--- config.mk ---
export PLATFORM = sky130hd
export DESIGN_NAME = ahb_lite_master_flat
export DESIGN_NICKNAME = d
export VERILOG_FILES = /design/src/rtl/ahb_lite_pkg.sv /design/src/rtl/ahb_lite_master_if.sv /design/src/rtl/ahb_lite_master.sv /design/src/flat_wrapper.sv
export SDC_FILE = /design/constraint.sdc
export NUM_CORES = 1
export LEC_CHECK = 0
export CORE_MARGIN = 2
export CORE_UTILIZATION = 50
export CTS_BUF_LIST = sky130_fd_sc_hd__clkbuf_8
export CTS_CLUSTER_DIAMETER = 200
export DETAILED_ROUTE_END_ITERATION = 16
export PLACE_DENSITY = 0.87
export SLEW_MARGIN = 5
export SYNTH_ARGS = -nofsm -noshare
export SYNTH_HDL_FRONTEND = slang
export SYNTH_SLANG_ARGS = --single-unit
--- constraint.sdc ---
create_clock -name HCLK -period 2.4 [get_ports HCLK]
set_input_delay 0.72 -clock HCLK [delete_from_list [all_inputs] [get_ports HCLK]]
set_output_delay 0.72 -clock HCLK [all_outputs]
set_load 0.01 [all_outputs]
--- src/rtl/ahb_lite_pkg.sv ---
// Shared AHB-Lite definitions for the single-port initiator and its bench.
// Contents: HTRANS encodings, the fixed word HSIZE, HRESP codes and a command record.
package ahb_lite_pkg;

  localparam int unsigned CMD_ADDR_W = 32;
  localparam int unsigned CMD_DATA_W = 32;

  typedef enum logic [1:0] {
    IDLE   = 2'b00,
    BUSY   = 2'b01,
    NONSEQ = 2'b10,
    SEQ    = 2'b11
  } htrans_t;

  localparam logic [2:0] HSIZE_WORD  = 3'b010;
  localparam logic       HRESP_OKAY  = 1'b0;
  localparam logic       HRESP_ERROR = 1'b1;

  typedef struct packed {
    logic                  write;
    logic [CMD_ADDR_W-1:0] addr;
    logic [CMD_DATA_W-1:0] wdata;
  } cmd_t;

endpackage

--- src/rtl/ahb_lite_master_if.sv ---
// Bundle of the command/response stream and the AHB-Lite bus of the initiator.
// master modport: the initiator's view (drives cmd_ready, rsp_*, busy and the
// address/data-phase bus signals). slave modport: the opposite side (command
// source plus the AHB slave returning HREADY/HRDATA/HRESP).
interface ahb_lite_master_if #(
  parameter int unsigned ADDR_W = 32,
  parameter int unsigned DATA_W = 32
);

  // Command stream
  logic              cmd_valid;
  logic              cmd_ready;
  logic              cmd_write;
  logic [ADDR_W-1:0] cmd_addr;
  logic [DATA_W-1:0] cmd_wdata;

  // Response stream
  logic              rsp_valid;
  logic              rsp_write;
  logic [DATA_W-1:0] rsp_rdata;
  logic              rsp_err;
  logic              busy;

  // AHB-Lite bus
  logic              HSEL;
  logic [ADDR_W-1:0] HADDR;
  logic [1:0]        HTRANS;
  logic              HWRITE;
  logic [2:0]        HSIZE;
  logic [DATA_W-1:0] HWDATA;
  logic              HREADY;
  logic [DATA_W-1:0] HRDATA;
  logic              HRESP;

  modport master (
    input  cmd_valid, cmd_write, cmd_addr, cmd_wdata,
    output cmd_ready,
    output rsp_valid, rsp_write, rsp_rdata, rsp_err, busy,
    output HSEL, HADDR, HTRANS, HWRITE, HSIZE, HWDATA,
    input  HREADY, HRDATA, HRESP
  );

  modport slave (
    output cmd_valid, cmd_write, cmd_addr, cmd_wdata,
    input  cmd_ready,
    input  rsp_valid, rsp_write, rsp_rdata, rsp_err, busy,
    input  HSEL, HADDR, HTRANS, HWRITE, HSIZE, HWDATA,
    output HREADY, HRDATA, HRESP
  );

endinterface

--- src/rtl/ahb_lite_master.sv ---
// Single-port AHB-Lite initiator: turns a valid/ready command stream into
// single NONSEQ word transfers and returns one response pulse per transfer.
// The next address phase overlaps the current data phase (two slots), so
// back-to-back commands sustain one transfer per cycle with zero wait states.
// Ports:
//   HCLK    - bus clock, rising edge
//   HRESETn - asynchronous active-low reset
//   bus     - command/response stream and AHB-Lite master signals
module ahb_lite_master
  import ahb_lite_pkg::*;
#(
  parameter int unsigned ADDR_W = 32,
  parameter int unsigned DATA_W = 32
) (
  input logic                HCLK,
  input logic                HRESETn,
  ahb_lite_master_if.master  bus
);

  // Address slot
  logic              a_vld_q;
  logic              a_wr_q;
  logic [ADDR_W-1:0] a_addr_q;
  logic [DATA_W-1:0] a_wdata_q;

  // Data slot
  logic              d_vld_q;
  logic              d_wr_q;
  logic [DATA_W-1:0] d_wdata_q;

  // Held address phase cancelled by the first cycle of an ERROR response
  logic              cxl_q;

  // Response registers
  logic              rsp_valid_q;
  logic              rsp_write_q;
  logic [DATA_W-1:0] rsp_rdata_q;
  logic              rsp_err_q;

  logic issue;
  logic cmd_ready;
  logic accept;
  logic d_done;
  logic unused_addr_lsbs;

  assign issue     = a_vld_q && !cxl_q;
  // Combinational in HREADY so a new command can replace one whose address
  // phase completes this cycle.
  assign cmd_ready = !a_vld_q || (bus.HREADY && !cxl_q);
  assign accept    = bus.cmd_valid && cmd_ready;
  assign d_done    = d_vld_q && bus.HREADY;

  assign unused_addr_lsbs = ^bus.cmd_addr[1:0];

  // Address slot
  always_ff @(posedge HCLK or negedge HRESETn) begin
    if (!HRESETn) begin
      a_vld_q   <= 1'b0;
      a_wr_q    <= 1'b0;
      a_addr_q  <= '0;
      a_wdata_q <= '0;
    end else if (accept) begin
      a_vld_q   <= 1'b1;
      a_wr_q    <= bus.cmd_write;
      a_addr_q  <= {bus.cmd_addr[ADDR_W-1:2], 2'b00};
      a_wdata_q <= bus.cmd_wdata;
    end else if (bus.HREADY && !cxl_q) begin
      a_vld_q   <= 1'b0;
    end
    // A cancelled transfer stays put and reissues once cxl_q drops.
  end

  // Data slot: advances on every completed bus cycle
  always_ff @(posedge HCLK or negedge HRESETn) begin
    if (!HRESETn) begin
      d_vld_q   <= 1'b0;
      d_wr_q    <= 1'b0;
      d_wdata_q <= '0;
    end else if (bus.HREADY) begin
      d_vld_q   <= issue;
      d_wr_q    <= a_wr_q;
      d_wdata_q <= a_wdata_q;
    end
  end

  // Set on the first ERROR cycle so HTRANS is IDLE during the second one,
  // cleared when that second cycle completes.
  always_ff @(posedge HCLK or negedge HRESETn) begin
    if (!HRESETn) begin
      cxl_q <= 1'b0;
    end else if (bus.HREADY) begin
      cxl_q <= 1'b0;
    end else if (d_vld_q && (bus.HRESP == HRESP_ERROR)) begin
      cxl_q <= 1'b1;
    end
  end

  // Response capture, one cycle after data-phase completion
  always_ff @(posedge HCLK or negedge HRESETn) begin
    if (!HRESETn) begin
      rsp_valid_q <= 1'b0;
      rsp_write_q <= 1'b0;
      rsp_rdata_q <= '0;
      rsp_err_q   <= 1'b0;
    end else begin
      rsp_valid_q <= d_done;
      if (d_done) begin
        rsp_write_q <= d_wr_q;
        rsp_rdata_q <= d_wr_q ? '0 : bus.HRDATA;
        rsp_err_q   <= bus.HRESP;
      end
    end
  end

  always_comb begin
    bus.cmd_ready = cmd_ready;
    bus.busy      = a_vld_q || d_vld_q;
    bus.rsp_valid = rsp_valid_q;
    bus.rsp_write = rsp_write_q;
    bus.rsp_rdata = rsp_rdata_q;
    bus.rsp_err   = rsp_err_q;
    bus.HTRANS    = issue ? NONSEQ : IDLE;
    bus.HSEL      = issue;
    bus.HADDR     = a_addr_q;
    bus.HWRITE    = a_wr_q;
    bus.HSIZE     = HSIZE_WORD;
    bus.HWDATA    = d_vld_q ? d_wdata_q : '0;
  end

endmodule

--- src/flat_wrapper.sv ---
// flat-port wrapper written by rule: the top's interface ports become plain ports
module ahb_lite_master_flat import ahb_lite_pkg::*;
#(
  parameter int unsigned ADDR_W = 32,
  parameter int unsigned DATA_W = 32
)
  (HCLK, HRESETn, bus_cmd_valid, bus_cmd_write, bus_cmd_addr, bus_cmd_wdata, bus_cmd_ready, bus_rsp_valid, bus_rsp_write, bus_rsp_rdata, bus_rsp_err, bus_busy, bus_HSEL, bus_HADDR, bus_HTRANS, bus_HWRITE, bus_HSIZE, bus_HWDATA, bus_HREADY, bus_HRDATA, bus_HRESP);
  ahb_lite_master_if #(.ADDR_W(ADDR_W), .DATA_W(DATA_W)) bus_i ();
  input logic HCLK;
  input logic HRESETn;
  input wire logic [$bits(bus_i.cmd_valid)-1:0] bus_cmd_valid;
  input wire logic [$bits(bus_i.cmd_write)-1:0] bus_cmd_write;
  input wire logic [$bits(bus_i.cmd_addr)-1:0] bus_cmd_addr;
  input wire logic [$bits(bus_i.cmd_wdata)-1:0] bus_cmd_wdata;
  output wire logic [$bits(bus_i.cmd_ready)-1:0] bus_cmd_ready;
  output wire logic [$bits(bus_i.rsp_valid)-1:0] bus_rsp_valid;
  output wire logic [$bits(bus_i.rsp_write)-1:0] bus_rsp_write;
  output wire logic [$bits(bus_i.rsp_rdata)-1:0] bus_rsp_rdata;
  output wire logic [$bits(bus_i.rsp_err)-1:0] bus_rsp_err;
  output wire logic [$bits(bus_i.busy)-1:0] bus_busy;
  output wire logic [$bits(bus_i.HSEL)-1:0] bus_HSEL;
  output wire logic [$bits(bus_i.HADDR)-1:0] bus_HADDR;
  output wire logic [$bits(bus_i.HTRANS)-1:0] bus_HTRANS;
  output wire logic [$bits(bus_i.HWRITE)-1:0] bus_HWRITE;
  output wire logic [$bits(bus_i.HSIZE)-1:0] bus_HSIZE;
  output wire logic [$bits(bus_i.HWDATA)-1:0] bus_HWDATA;
  input wire logic [$bits(bus_i.HREADY)-1:0] bus_HREADY;
  input wire logic [$bits(bus_i.HRDATA)-1:0] bus_HRDATA;
  input wire logic [$bits(bus_i.HRESP)-1:0] bus_HRESP;
  assign bus_i.cmd_valid = bus_cmd_valid;
  assign bus_i.cmd_write = bus_cmd_write;
  assign bus_i.cmd_addr = bus_cmd_addr;
  assign bus_i.cmd_wdata = bus_cmd_wdata;
  assign bus_cmd_ready = bus_i.cmd_ready;
  assign bus_rsp_valid = bus_i.rsp_valid;
  assign bus_rsp_write = bus_i.rsp_write;
  assign bus_rsp_rdata = bus_i.rsp_rdata;
  assign bus_rsp_err = bus_i.rsp_err;
  assign bus_busy = bus_i.busy;
  assign bus_HSEL = bus_i.HSEL;
  assign bus_HADDR = bus_i.HADDR;
  assign bus_HTRANS = bus_i.HTRANS;
  assign bus_HWRITE = bus_i.HWRITE;
  assign bus_HSIZE = bus_i.HSIZE;
  assign bus_HWDATA = bus_i.HWDATA;
  assign bus_i.HREADY = bus_HREADY;
  assign bus_i.HRDATA = bus_HRDATA;
  assign bus_i.HRESP = bus_HRESP;
  ahb_lite_master #(.ADDR_W(ADDR_W), .DATA_W(DATA_W)) u_core (.HCLK(HCLK), .HRESETn(HRESETn), .bus(bus_i));
endmodule
==> results of run 1 <==
## state kept, by name, summed over array words and instances, names as in the netlist
name,flops
u_core.a_vld_q,1
u_core.a_wdata_q,32
u_core.bus.HADDR,30
u_core.bus.HWRITE,1
u_core.bus.rsp_err,1
u_core.bus.rsp_rdata,32
u_core.bus.rsp_valid,1
u_core.bus.rsp_write,1
u_core.cxl_q,1
u_core.d_vld_q,1
u_core.d_wdata_q,32
u_core.d_wr_q,1
## cell type report
cell class / instances / area (sq um)
sequential: 134 / 3350
fill: 741 / 2930
timing repair buffer: 220 / 2200
multi-input combinational: 242 / 2120
clock buffer: 20 / 275
clock inverter: 12 / 208
tap: 143 / 179
inverter: 1 / 3.75
## synthesized netlist by cell type (all sizes together), types with 2 or more instances
library cell / number
and2: 32
buf: 22
clkbuf: 9
conb: 2
dfrtp: 134
mux2: 99
nand2: 34
nand2b: 34
o21ai: 32
## logic make-up (layout without fill, tap and decap cells)
| family | Yosys count | count (layout) | synth area share |
|---|---|---|---|
| buf+inv | 32 | 253 | 0.0483 |
| flops | 134 | 134 | 0.586 |
| other cells | 2 | 6 | 0.00131 |
| simple gates | 103 | 103 | 0.0986 |
| compound gates | 34 | 34 | 0.0321 |
| mux | 99 | 99 | 0.234 |
## how the worst max path moves through the flow
stage                               from             endpoint  slack [ns]  depth (start not counted)
after floorplan               bus_HREADY  u_core.a_wdata_q[0]        0.63                          6
after global placement        bus_HREADY        bus_cmd_ready        0.12                          4
after detailed placement      bus_HREADY        bus_cmd_ready        0.11                          4
after CTS                 u_core.d_vld_q       bus_HWDATA[18]       -0.13                          3
after global routing      u_core.d_vld_q        bus_HWDATA[2]       -0.04                          5
final                     u_core.d_vld_q        bus_HWDATA[2]        0.04                          5
## worst max-delay path: stages (launching register included)
cell and delay (ns):
dfrtp_2 0.45, buf_6 0.14, buf_4 0.13, buf_6 0.12
and2_1 0.13, clkdlybuf4s15_1 0.23
## stage by stage
stage / cells / total power, W
2_1_floorplan: 408 / 0.00414
4_1_cts: 767 / 0.00759
6_report: 772 / 0.00752
3_5_place_dp: 732 / 0.00534
5_1_grt: 772 / 0.00789
3_3_place_gp: 732 / 0.00526
## power breakdown
part           leakage (nW)  internal (W)  total, W  switching (W)
clock                 0.254       0.00141   0.00223       0.000825
sequential             1.61       0.00277   0.00309       0.000315
combinational          2.03       0.00139   0.00220       0.000812
total                  3.90       0.00557   0.00752        0.00195
## cells in the final DEF (no fill, tap or decap), types with 11 or more instances in the layout
cell type        netlist  layout
clkdlybuf4s50_1        0     166
dfrtp_1              134     133
mux2_4                60      60
mux2_2                39      39
nand2_1               34      33
nand2b_1              33      33
and2_1                32      32
o21ai_0               31      31
clkbuf_8               0      20
dlymetal6s2s_1         0      14
dlygate4sd2_1          0      11
buf_4                  7      11
## what timing repair did
action                     4_1_cts  5_1_grt
gates resized for setup         24       34
setup buffers                    2        5
gates cloned                     1        0
setup endpoints to repair       36       14
## routing by layer
| metal | vias to the layer above | wire (microns) | GRT usage |
|---|---|---|---|
| li1 | 1754 | - | - |
| met1 | 1893 | 5160 | 0.255 |
| met2 | 144 | 6560 | 0.366 |
| met3 | 23 | 1060 | 0.0837 |
| met4 | 0 | 270 | 0.0881 |
| met5 | - | 0 | 0 |
==> impl_metrics.xml, run 1 <==
<?xml version="1.0" encoding="UTF-8"?>
<metrics>
  <group name="power">
    <metric name="total_leakage_power" unit="nW">3.90</metric>
    <metric name="pwr_density_cell" unit="mW/mm^2">902</metric>
    <metric name="power.ir.vdd_worst" unit="uV">606</metric>
  </group>
  <group name="route">
    <metric name="detail_route.wirelength" unit="microns">13100</metric>
    <metric name="drtPass1Iterations" unit="">4</metric>
    <metric name="detail-route-antenna-nets" unit="">0</metric>
    <metric name="dr.first_iter.drc_count" unit="">145</metric>
    <metric name="drc" unit="">0</metric>
    <metric name="dr_total_vias" unit="">3814</metric>
    <metric name="wl_per_cell" unit="microns">16.9</metric>
    <metric name="mean_number_of_vias_per_cell" unit="">4.94</metric>
  </group>
  <group name="place">
    <metric name="dp_hpwl" unit="microns">8850</metric>
    <metric name="place_ws" unit="ns">0.114</metric>
    <metric name="placedInstanceArea" unit="sq mm">0.00778</metric>
    <metric name="portBuffers" unit="">201</metric>
    <metric name="gp_routability_congestion" unit="">0.841</metric>
  </group>
  <group name="setup_path">
    <metric name="crit_arrival" unit="ns">1.64</metric>
    <metric name="rrSetupSlack" unit="ns">0.81</metric>
    <metric name="timing.critical_path.to_type" unit="">output port</metric>
    <metric name="critPathLaunchType" unit="">flip-flop</metric>
    <metric name="crit_required" unit="ns">1.68</metric>
    <metric name="reg2reg_depth" unit="">4</metric>
    <metric name="regToRegStartpoint" unit="">u_core.cxl_q</metric>
    <metric name="r2r_end" unit="">u_core.bus.HADDR[31]</metric>
    <metric name="critPathKind" unit="">flip-flop to output port</metric>
    <metric name="critPathMaxFanout" unit="">7</metric>
  </group>
  <group name="synth">
    <metric name="synth_largest_area_cell" unit="">dfrtp_1</metric>
    <metric name="synth.yosys.warnings" unit="">0</metric>
    <metric name="synth-async-reset-ratio" unit="">1.00</metric>
    <metric name="synth_enable_flop_cells" unit="">0</metric>
    <metric name="synth_area_per_cell" unit="sq um">14.2</metric>
    <metric name="synth_area" unit="sq mm">0.00573</metric>
    <metric name="ys_ff_latch" unit="">134</metric>
    <metric name="synth.yosys.seq_area_share" unit="">0.586</metric>
    <metric name="synth_cell_type_count" unit="">21</metric>
    <metric name="synthTopCellsByArea" unit="">dfrtp_1, mux2_4, mux2_2</metric>
    <metric name="synth_cells" unit="">404</metric>
    <metric name="synth_top_flop_cell" unit="">dfrtp_1</metric>
    <metric name="synth_top_area_frac" unit="">0.586</metric>
  </group>
  <group name="floorplan">
    <metric name="core_rows" unit="">39</metric>
    <metric name="fp.dieArea" unit="sq mm">0.0123</metric>
    <metric name="io-pin-count" unit="">210</metric>
    <metric name="floorplan.die.width" unit="microns">111</metric>
    <metric name="coreArea" unit="sq mm">0.0113</metric>
    <metric name="chipHeight" unit="microns">111</metric>
    <metric name="floorplan.initialDensity" unit="">0.508</metric>
  </group>
  <group name="clocking">
    <metric name="clock_sink_total" unit="">134</metric>
    <metric name="cts_max_path_buffers" unit="">2</metric>
    <metric name="cts.htree.levels" unit="">4</metric>
    <metric name="insertion_delay" unit="ns">0.45</metric>
    <metric name="tritoncts" unit="">done</metric>
    <metric name="cts.hold.buffers_added" unit="">0</metric>
    <metric name="cts_root_buf" unit="">clkbuf_8</metric>
    <metric name="clkSlewWorstSetupHoldPaths" unit="ns">0.07</metric>
    <metric name="cts_made_buffers" unit="">17</metric>
  </group>
  <group name="grt">
    <metric name="first_global_vias" unit="">4068</metric>
    <metric name="wire_length_of_the_first_global_routing_pass" unit="microns">21000</metric>
    <metric name="pin_count_of_the_biggest_net_entering_global_routing" unit="">74</metric>
    <metric name="global_route.overflow_total" unit="">0</metric>
    <metric name="antenna_found_initial" unit="">0</metric>
    <metric name="grt_util_all_layers" unit="">0.219</metric>
  </group>
  <group name="cells_and_area">
    <metric name="insertedDiodeCount" unit="">0</metric>
    <metric name="final_cell_area" unit="sq mm">0.00834</metric>
    <metric name="fraction_of_final_layout_cells_sized_beyond_drive_strength_1" unit="">0.254</metric>
    <metric name="design.final.nets" unit="">718</metric>
    <metric name="postLayoutCoreUtil" unit="">0.740</metric>
    <metric name="synthToLayoutAreaGrowth" unit="%">45.7</metric>
  </group>
  <group name="sta">
    <metric name="final_worst_path_setup_slack" unit="ns">0.0407</metric>
    <metric name="achievable-frequency" unit="MHz">424</metric>
    <metric name="fin_worst_skew" unit="ns">0.00797</metric>
    <metric name="finalMaxSlewViolations" unit="">0</metric>
    <metric name="setup_viol_count_final" unit="">0</metric>
    <metric name="final_critical_path_time_including_i_o_delays_and_setup" unit="ns">2.36</metric>
    <metric name="tightest_slew" unit="ns">0.828</metric>
    <metric name="timing.setup.tns" unit="ns">0</metric>
    <metric name="grt_setup_unrepaired" unit="">true</metric>
    <metric name="hold_slack" unit="ns">0.142</metric>
    <metric name="timing.final.crit_share" unit="">0.983</metric>
    <metric name="slew_headroom" unit="">0.448</metric>
    <metric name="hold_viol_final" unit="">0</metric>
  </group>
  <group name="run_status">
    <metric name="status" unit="">complete, no violations</metric>
  </group>
  <group name="hold_path">
    <metric name="type_of_the_most_critical_hold_path" unit="">input pin to async pin</metric>
  </group>
  <group name="flow_run">
    <metric name="timing.max_cap.violations" unit="">0</metric>
  </group>
</metrics>
No activity file was read; power rests on OpenSTA's default activity.
==> run 2: changes to the inputs <==
- SLEW_MARGIN: 5 -> 10
==> results of run 2 <==
Final layout, timing and power as in run 1 (identical DEF).
